`src/rtl/pipeline_ctrl_pkg.sv`:
```
// Shared definitions for the pipeline controller: stage bit positions in the
// pause vector, default widths, redirect FSM encoding and the stall encoder.
package pipeline_ctrl_pkg;

  localparam int ADDR_W_DEF = 32;
  localparam int CNT_W_DEF  = 16;
  localparam int PAUSE_W    = 6;

  // Bit positions inside the pause vector
  localparam int PAUSE_PC  = 0;
  localparam int PAUSE_IF  = 1;
  localparam int PAUSE_ID  = 2;
  localparam int PAUSE_EX  = 3;
  localparam int PAUSE_MEM = 4;
  localparam int PAUSE_WB  = 5;

  typedef enum logic {
    ST_RUN  = 1'b0,
    ST_HOLD = 1'b1
  } redir_state_e;

  // A stall freezes the requesting stage and everything upstream of it;
  // the deepest requester wins. WB is never frozen so the pipe keeps draining.
  function automatic logic [PAUSE_W-1:0] pause_encode(
    input logic if_req,
    input logic id_req,
    input logic ex_req,
    input logic mem_req
  );
    logic [PAUSE_W-1:0] p;
    int upto;
    p    = '0;
    upto = -1;
    if (mem_req)     upto = PAUSE_MEM;
    else if (ex_req) upto = PAUSE_EX;
    else if (id_req) upto = PAUSE_ID;
    else if (if_req) upto = PAUSE_IF;
    for (int i = 0; i < PAUSE_W; i++) begin
      p[i] = (i <= upto);
    end
    p[PAUSE_WB] = 1'b0;
    return p;
  endfunction

endpackage

```
`src/rtl/pipeline_ctrl_redirect_hold.sv`:
```
// Redirect holder: presents a redirect to the PC stage and, when the PC is
// frozen, keeps presenting it from a pending register until the PC can move.
module redirect_hold
  import pipeline_ctrl_pkg::*;
#(
  parameter int ADDR_W = ADDR_W_DEF
) (
  input  logic              clk,
  input  logic              rst_n,
  input  logic              req_i,       // accepted redirect this cycle
  input  logic [ADDR_W-1:0] addr_i,      // selected redirect address
  input  logic              pc_stall_i,  // pause[PC]
  output logic              valid_o,
  output logic [ADDR_W-1:0] pc_o,
  output logic              in_hold_o
);

  redir_state_e      state_q;
  logic [ADDR_W-1:0] pending_q;

  // FSM: a redirect that cannot be taken now is parked until the PC unfreezes
  always_ff @(posedge clk or negedge rst_n) begin
    if (!rst_n) begin
      state_q   <= ST_RUN;
      pending_q <= '0;
    end else begin
      if (req_i) begin
        if (pc_stall_i) begin
          state_q   <= ST_HOLD;
          pending_q <= addr_i;
        end else begin
          state_q   <= ST_RUN;
        end
      end else if (state_q == ST_HOLD && !pc_stall_i) begin
        state_q <= ST_RUN;
      end
    end
  end

  // A fresh request always beats the parked address; the top only lets
  // exceptions/ertn through as requests while holding.
  always_comb begin
    in_hold_o = (state_q == ST_HOLD);
    valid_o   = req_i | in_hold_o;
    if (req_i)          pc_o = addr_i;
    else if (in_hold_o) pc_o = pending_q;
    else                pc_o = '0;
  end

endmodule

```
`src/rtl/pipeline_ctrl.sv`:
```
// Pipeline controller: stall vector generation, flush control, redirect
// source selection and a saturating count of stalled cycles.
module pipeline_ctrl
  import pipeline_ctrl_pkg::*;
#(
  parameter int ADDR_W = ADDR_W_DEF,
  parameter int CNT_W  = CNT_W_DEF
) (
  input  logic               clk,
  input  logic               rst_n,
  input  logic               stallreq_if,
  input  logic               stallreq_id,
  input  logic               stallreq_ex,
  input  logic               stallreq_mem,
  input  logic               branch_flag,
  input  logic [ADDR_W-1:0]  branch_target,
  input  logic               excp_flag,
  input  logic [ADDR_W-1:0]  excp_entry,
  input  logic               ertn_flag,
  input  logic [ADDR_W-1:0]  era,
  output logic [PAUSE_W-1:0] pause,
  output logic               flush_fe,
  output logic               flush_all,
  output logic               redirect_valid,
  output logic [ADDR_W-1:0]  redirect_pc,
  output logic [CNT_W-1:0]   stall_cnt
);

  logic               trap;
  logic [PAUSE_W-1:0] pause_eff;
  logic [ADDR_W-1:0]  sel_addr;
  logic               branch_acc;
  logic               redir_req;
  logic               hold_valid;
  logic [ADDR_W-1:0]  hold_pc;
  logic               in_hold;
  logic [CNT_W-1:0]   stall_cnt_q;
  logic [CNT_W-1:0]   stall_cnt_d;

  // Stall/priority logic: a committed exception or ertn overrides every stall
  always_comb begin
    trap       = excp_flag | ertn_flag;
    pause_eff  = trap ? '0 : pause_encode(stallreq_if, stallreq_id,
                                          stallreq_ex, stallreq_mem);
    if (excp_flag)      sel_addr = excp_entry;
    else if (ertn_flag) sel_addr = era;
    else                sel_addr = branch_target;
    // A branch is dropped if EX is frozen, a trap is present, or a redirect is parked
    branch_acc = branch_flag & ~pause_eff[PAUSE_EX] & ~trap & ~in_hold;
    redir_req  = trap | branch_acc;
  end

  redirect_hold #(
    .ADDR_W(ADDR_W)
  ) u_redirect_hold (
    .clk        (clk),
    .rst_n      (rst_n),
    .req_i      (redir_req),
    .addr_i     (sel_addr),
    .pc_stall_i (pause_eff[PAUSE_PC]),
    .valid_o    (hold_valid),
    .pc_o       (hold_pc),
    .in_hold_o  (in_hold)
  );

  // Next stall count: count frozen cycles, stick at all-ones
  always_comb begin
    stall_cnt_d = stall_cnt_q;
    if ((|pause_eff) && (stall_cnt_q != {CNT_W{1'b1}})) begin
      stall_cnt_d = stall_cnt_q + {{(CNT_W-1){1'b0}}, 1'b1};
    end
  end

  // Stall counter register
  always_ff @(posedge clk or negedge rst_n) begin
    if (!rst_n) stall_cnt_q <= '0;
    else        stall_cnt_q <= stall_cnt_d;
  end

  // Outputs are forced quiet while reset is held, independent of inputs
  always_comb begin
    pause          = rst_n ? pause_eff : '0;
    flush_fe       = rst_n & (branch_acc | in_hold);
    flush_all      = rst_n & trap;
    redirect_valid = rst_n & hold_valid;
    redirect_pc    = rst_n ? hold_pc : '0;
    stall_cnt      = stall_cnt_q;
  end

endmodule
```
`config.mk`:
```
export PLATFORM = sky130hd
export DESIGN_NAME = pipeline_ctrl
export DESIGN_NICKNAME = d
export VERILOG_FILES = /design/src/rtl/pipeline_ctrl_pkg.sv /design/src/rtl/pipeline_ctrl_redirect_hold.sv /design/src/rtl/pipeline_ctrl.sv
export SDC_FILE = /design/constraint.sdc
export NUM_CORES = 1
export LEC_CHECK = 0
export ABC_AREA = 1
export BUFFER_PORTS_ARGS = -buffer_cell sky130_fd_sc_hd__buf_2
export CAP_MARGIN = 25
export CORE_ASPECT_RATIO = 1.5
export CORE_MARGIN = 1.5
export CORE_UTILIZATION = 40
export CTS_CLUSTER_DIAMETER = 100
export DETAILED_ROUTE_END_ITERATION = 6
export MAX_ROUTING_LAYER = met4
export PLACE_DENSITY = 0.75
export REMOVE_ABC_BUFFERS = 1
export SLEW_MARGIN = 0
export SYNTH_ARGS = -nofsm -noshare
export SYNTH_HDL_FRONTEND = slang
export SYNTH_SLANG_ARGS = --single-unit
```
`constraint.sdc`:
```
create_clock -name clk -period 2.48 [get_ports clk]
set_input_delay 0.124 -clock clk [delete_from_list [all_inputs] [get_ports clk]]
set_output_delay 0.124 -clock clk [all_outputs]
set_load 0.03 [all_outputs]
```
* Yosys cells after proc, flatten, opt, wreduce, memory -nomap -nowiden
Cells that the tools add are included.
** Word-level totals
- Bits in registers :: 49
- Input port bits :: 105
- Word-level logic and storage cells :: 43
- Output and inout bits :: 57
** Operators by class
- Equal/unequal tests :: 1
- Reduce and logical (&&, ||, !) cells :: 6
- Add/subtract/negate cells :: 1
- Mux-type cells :: 14
- Magnitude comparators :: 5
- Bitwise operators :: 13
** Operators by type and width (count)
- $mux 32 :: 9
- $le 3x32->1 const A :: 2
- $le 1x32->1 const A :: 1
- $le 2x32->1 const A :: 1
- $le 4x32->1 const A :: 1
- $add 16x1->16 const B :: 1
- $ne 16x16->1 const B :: 1
- $mux 5 :: 2
- $and 1x1->1 :: 6
- $reduce_or 6->1 :: 1
- $or 1x1->1 :: 4
- $mux 1 :: 3
- $not 1->1 :: 3
- $logic_and 1x1->1 :: 2
- $reduce_and 2->1 :: 1
- $reduce_bool 2->1 :: 1
- $logic_not 1->1 :: 1

* Logic depth before layout (Yosys ltp)
- Depth in word-level cells :: 13
- Mapped depth :: 8
- Depth with buffers taken out :: 8

* Modules after synthesis
From an unflattened synthesis, not the netlist that was laid out.
** Unflattened totals
- Cells, all modules :: 628
- Area total of the unflattened synthesis :: 3749.8 µm²
** Modules (own cells, without submodules)
- pipeline_ctrl :: instances 1, area each 1980.6 µm², seq. area each 400.4 µm², cells an instance 378
- redirect_hold :: instances 1, area each 1769.2 µm², seq. area each 825.8 µm², cells an instance 250

* Least setup slack after synthesis
Ideal clock, no wire load.
- Path kind :: reg-to-reg
- Start :: register stall_cnt_q[1] (netlist: stall_cnt[1])
- End :: register stall_cnt_q[10] (netlist: stall_cnt[10])
- Arrival time :: 1639 ps
- Path slack :: 775 ps
- Buffers on the path :: 1
- Library setup time :: 66 ps
- Required time :: 2414 ps
- Cell stages (with the launch flop) :: 9
- Clock period less this slack :: 1705 ps
- Cells stage by stage :: dfrtp_1 > ha_1 > nand3_1 > nor3_2 > nand2_1 > nand2_2 > buf_4 > nand2_1 > nand2_1
** On the way
- Word-level cells in the longest chain between the ends :: 2
- Elaborated cells between the ends (all ways) :: 3
- Those cells by class :: 1 x add/sub; 1 x eq/ne; 1 x reduce/logical
** Ends and longest elaborated chain
- from (decl) :: RTL line pipeline_ctrl.sv:37 : logic [CNT_W-1:0] stall_cnt_q;
- from (signal assigned) :: RTL line pipeline_ctrl.sv:77 : else stall_cnt_q <= stall_cnt_d;
- parallel branches: the longest is 2 deep, another holds $add 16x1->16
Several ways; the timed one is not identified.
A chain may end at the register's enable or synchronous reset.

* Worst setup path after layout
- Start :: register u_redirect_hold.state_q (netlist: u_redirect_hold.in_hold_o)
- End :: output port redirect_pc[11]
** On the way
- Word-level cells in the longest chain between the ends :: 5
- Elaborated cells between the ends (all ways) :: 6
- Those cells by class :: 3 x mux; 3 x bitwise
** Ends and longest elaborated chain
- from (decl) :: RTL line pipeline_ctrl_redirect_hold.sv:18 : redir_state_e state_q;
- from (signal assigned) :: RTL line pipeline_ctrl_redirect_hold.sv:24 : state_q <= ST_RUN;
- from (signal assigned) :: RTL line pipeline_ctrl_redirect_hold.sv:29 : state_q <= ST_HOLD;
- from (signal assigned) :: RTL line pipeline_ctrl_redirect_hold.sv:32 : state_q <= ST_RUN;
- $not 1->1 :: RTL line pipeline_ctrl.sv:49 : branch_acc = branch_flag & ~pause_eff[PAUSE_EX] & ~trap & ~in_hold;
- $and 1x1->1 :: RTL line pipeline_ctrl.sv:49
- $or 1x1->1 :: RTL line pipeline_ctrl.sv:50 : redir_req = trap | branch_acc;
- $mux 32 (*) :: RTL line pipeline_ctrl_redirect_hold.sv:45 : if (req_i) pc_o = addr_i;
- $mux 32 (*) :: RTL line pipeline_ctrl.sv:86 : redirect_pc = rst_n ? hold_pc : '0;
- to (decl) :: RTL line pipeline_ctrl.sv:25 : output logic [ADDR_W-1:0] redirect_pc,
Every way passes the cells marked *; elsewhere a longest branch is shown, timed or not.

==> impl_metrics.ini <==
[grt]
grt_pass1_wl_microns = 17800
grtUsageTotal_pct = 24.2
grt_overflow = 0
grt_pass1_vias = 3986
grt_max_degree = 36
antenna_found_initial = 0

[cts]
clk_path_buf_depth = 2
cts_setup_buffers = 0
cts.repair.resized = 0
cts_tree = yes
htreeDepth = 2
hold_buffers = 1
clock_insertion_delay_worst_skew_ns = 0.28
clk_pin_slew_ns = 0.06
cts_root_buffer = clkbuf_16
clock-sinks = 49
numCtsBuffers = 5

[layout]
fillers = 873
finalNetCount = 809
final_cell_mix = nand2_1, buf_2, a21oi_1
final_common_cell = nand2_1
area_growth_pct = 29.7
drive_above_1_share_pct = 26.8
final_util_pct = 53.7
finalInstanceArea_sq_um = 4550
final-seq-area_sq_um = 1230
multi_input_area_sq_um = 2030
antennaDiodeCount = 0

[sta]
finalSetupViolCount = 0
rsz0062_at_grt = false
hold_viol_final = 0
maxClockFrequency_mhz = 454
slew_viol_final = 0
slew_headroom_pct = 64.6
setup_tns_ns = 0
finalHoldWorstSlack_ns = 0.191
tightest_slew_ns = 0.530
min_period_over_period_pct = 88.9
fin_crit_ns = 2.20
skew_ns = 0.00409

[routing]
antenna_left = 0
drt_first_pass_iters = 6
drtIter0Drc = 245
wl_per_cell_microns = 13.6
post-route-drc-count = 0
vias = 4189
routed_wl_microns = 11000
routed_via_density = 5.17

[synthesis]
synth-seq-area-share_pct = 35.0
synth.area.top_cells = dfrtp_1, nand2_1, a21oi_1
ys_ff_latch = 49
synth_cell_types = 27
synth_area_per_cell_sq_um = 6.28
synth_area_leader_cell = dfrtp_1
yosysTopAreaCellShare_pct = 35.0
syn_area_sq_um = 3510
yosysWarnings = 0
syn_inst = 558

[placement]
postPlaceCellArea_sq_um = 4380
dpl.hpwl_microns = 8010
routabilityCongestion = 0.884
numPortBuffers = 160

[power_and_ir_drop]
finalPower_w = 0.00247
p_comb_share_pct = 29.8
p_sw_share_pct = 34.6
p_sw_w = 0.000855
peakVddDrop_uv = 380
p_clk_share_pct = 28.9
powerDensity_nw_per_um2 = 543
p_seq_share_pct = 41.3
cellLeakagePower_nw = 2.45
p_int_w = 0.00161

[die]
num_rows = 41
dieArea_sq_um = 9350
die_x_microns = 79.4
initial_core_util_pct = 41.4
io_pins = 162
die_h_microns = 118
core_area_sq_um = 8460

[setup_path]
end_kind = output port
cpLargestDelayFamily = buffers and inverters
arrival_ns = 2.08
cpPeakStageDelay_ns = 0.43
worstPathCellList = inv_1 -> nor3_4 -> buf_4 -> nand2_1 -> a21oi_1 -> buf_2
critPathSlowestCell = nor3_4
cp.required_ns = 2.36
cp_num_buf_inv = 3
crit_type = reg2out
critical_path.max_fanout = 20
startpoint_type = flip-flop

[run]
maxCapViolations = 0

[worst_hold_path]
worstHoldPathType = in2reg

[status]
status = finished clean
power groups by stage:
stage	logic [W]	registers [W]	clock network [W]
after detailed placement	0.000735	0.00103	0
after CTS	0.000740	0.00102	0.000734
final	0.000736	0.00102	0.000713
after floorplan	0.000395	0.00107	0
after global routing	0.000815	0.00103	0.000761
after global placement	0.000716	0.00102	0
metrics by stage:
step           worst slack (ns)  cells
2_1_floorplan            -0.415    522
3_3_place_gp              0.614    802
3_5_place_dp              0.548    802
4_1_cts                   0.225    811
5_1_grt                  0.0927    811
6_report                  0.275    811
kinds of logic after synthesis:
logic type | after synthesis | synth area share, %
and+or+nand+nor | 344 | 40.1
AOI/OAI and AO/OA | 106 | 15.4
buffers and inverters | 51 | 7.60
DFF | 49 | 35.0
xor gates and xnor gates | 6 | 1.50
adders and majority gates | 1 | 0.357
other | 1 | 0.107
cell usage after synthesis (all sizes together):
cell,n
a31oi,1
conb,1
nand3b,3
buf,26
dfrtp,49
nor2,54
clkbuf,10
nor3,3
nand3,40
xnor2,6
nand4,6
a21oi,99
o21ai,6
nand2,238
ha,1
inv,14
clkinv,1
final cells by class:
cell class / instances / share of cell area [%]
Clock buffer: 7 / 3.36
Clock inverter: 1 / 0.110
Inverter: 15 / 1.24
Multi-Input combinational cell: 458 / 44.6
Sequential cell: 49 / 27.0
Tap cell: 107 / 2.94
Timing Repair Buffer: 174 / 20.8
worst paths after layout:
path | startpoint | endpoint | slack (ns) | cells after the start
min in group asynchronous | rst_n | stall_cnt[13] | 0.39 | 3
hold reg to reg | u_redirect_hold.pending_q[12] | u_redirect_hold.pending_q[12] | 0.47 | 2
setup reg to reg | stall_cnt[0] | stall_cnt[9] | 0.64 | 7
max in group asynchronous | rst_n | u_redirect_hold.pending_q[7] | 1.77 | 3
hold / removal | branch_flag | u_redirect_hold.in_hold_o | 0.19 | 3
setup / recovery | u_redirect_hold.in_hold_o | redirect_pc[11] | 0.28 | 6
registers in the layout, indices dropped and copies added, names as in the netlist:
name	count
u_redirect_hold.pending_q	32
stall_cnt	16
u_redirect_hold.in_hold_o	1
worst register-to-register path: stages (launching register included):
cell and delay, ns:
dfrtp_1 0.42, ha_1 0.30, nand3_1 0.19, nor3_2 0.08, a21oi_1 0.42, buf_4 0.25, nand2_1 0.07, nand2_1 0.05
per-layer routing:
metal | track usage, % | wire (microns) | up-vias
met3 | 3.57 | 679 | 10
met1 | 25.5 | 4360 | 1937
li1 | - | - | 2083
met5 | - | 0 | -
met2 | 45.3 | 5860 | 159
met4 | 6.69 | 103 | 0
Note: power is estimated with default switching activity, not from simulation.
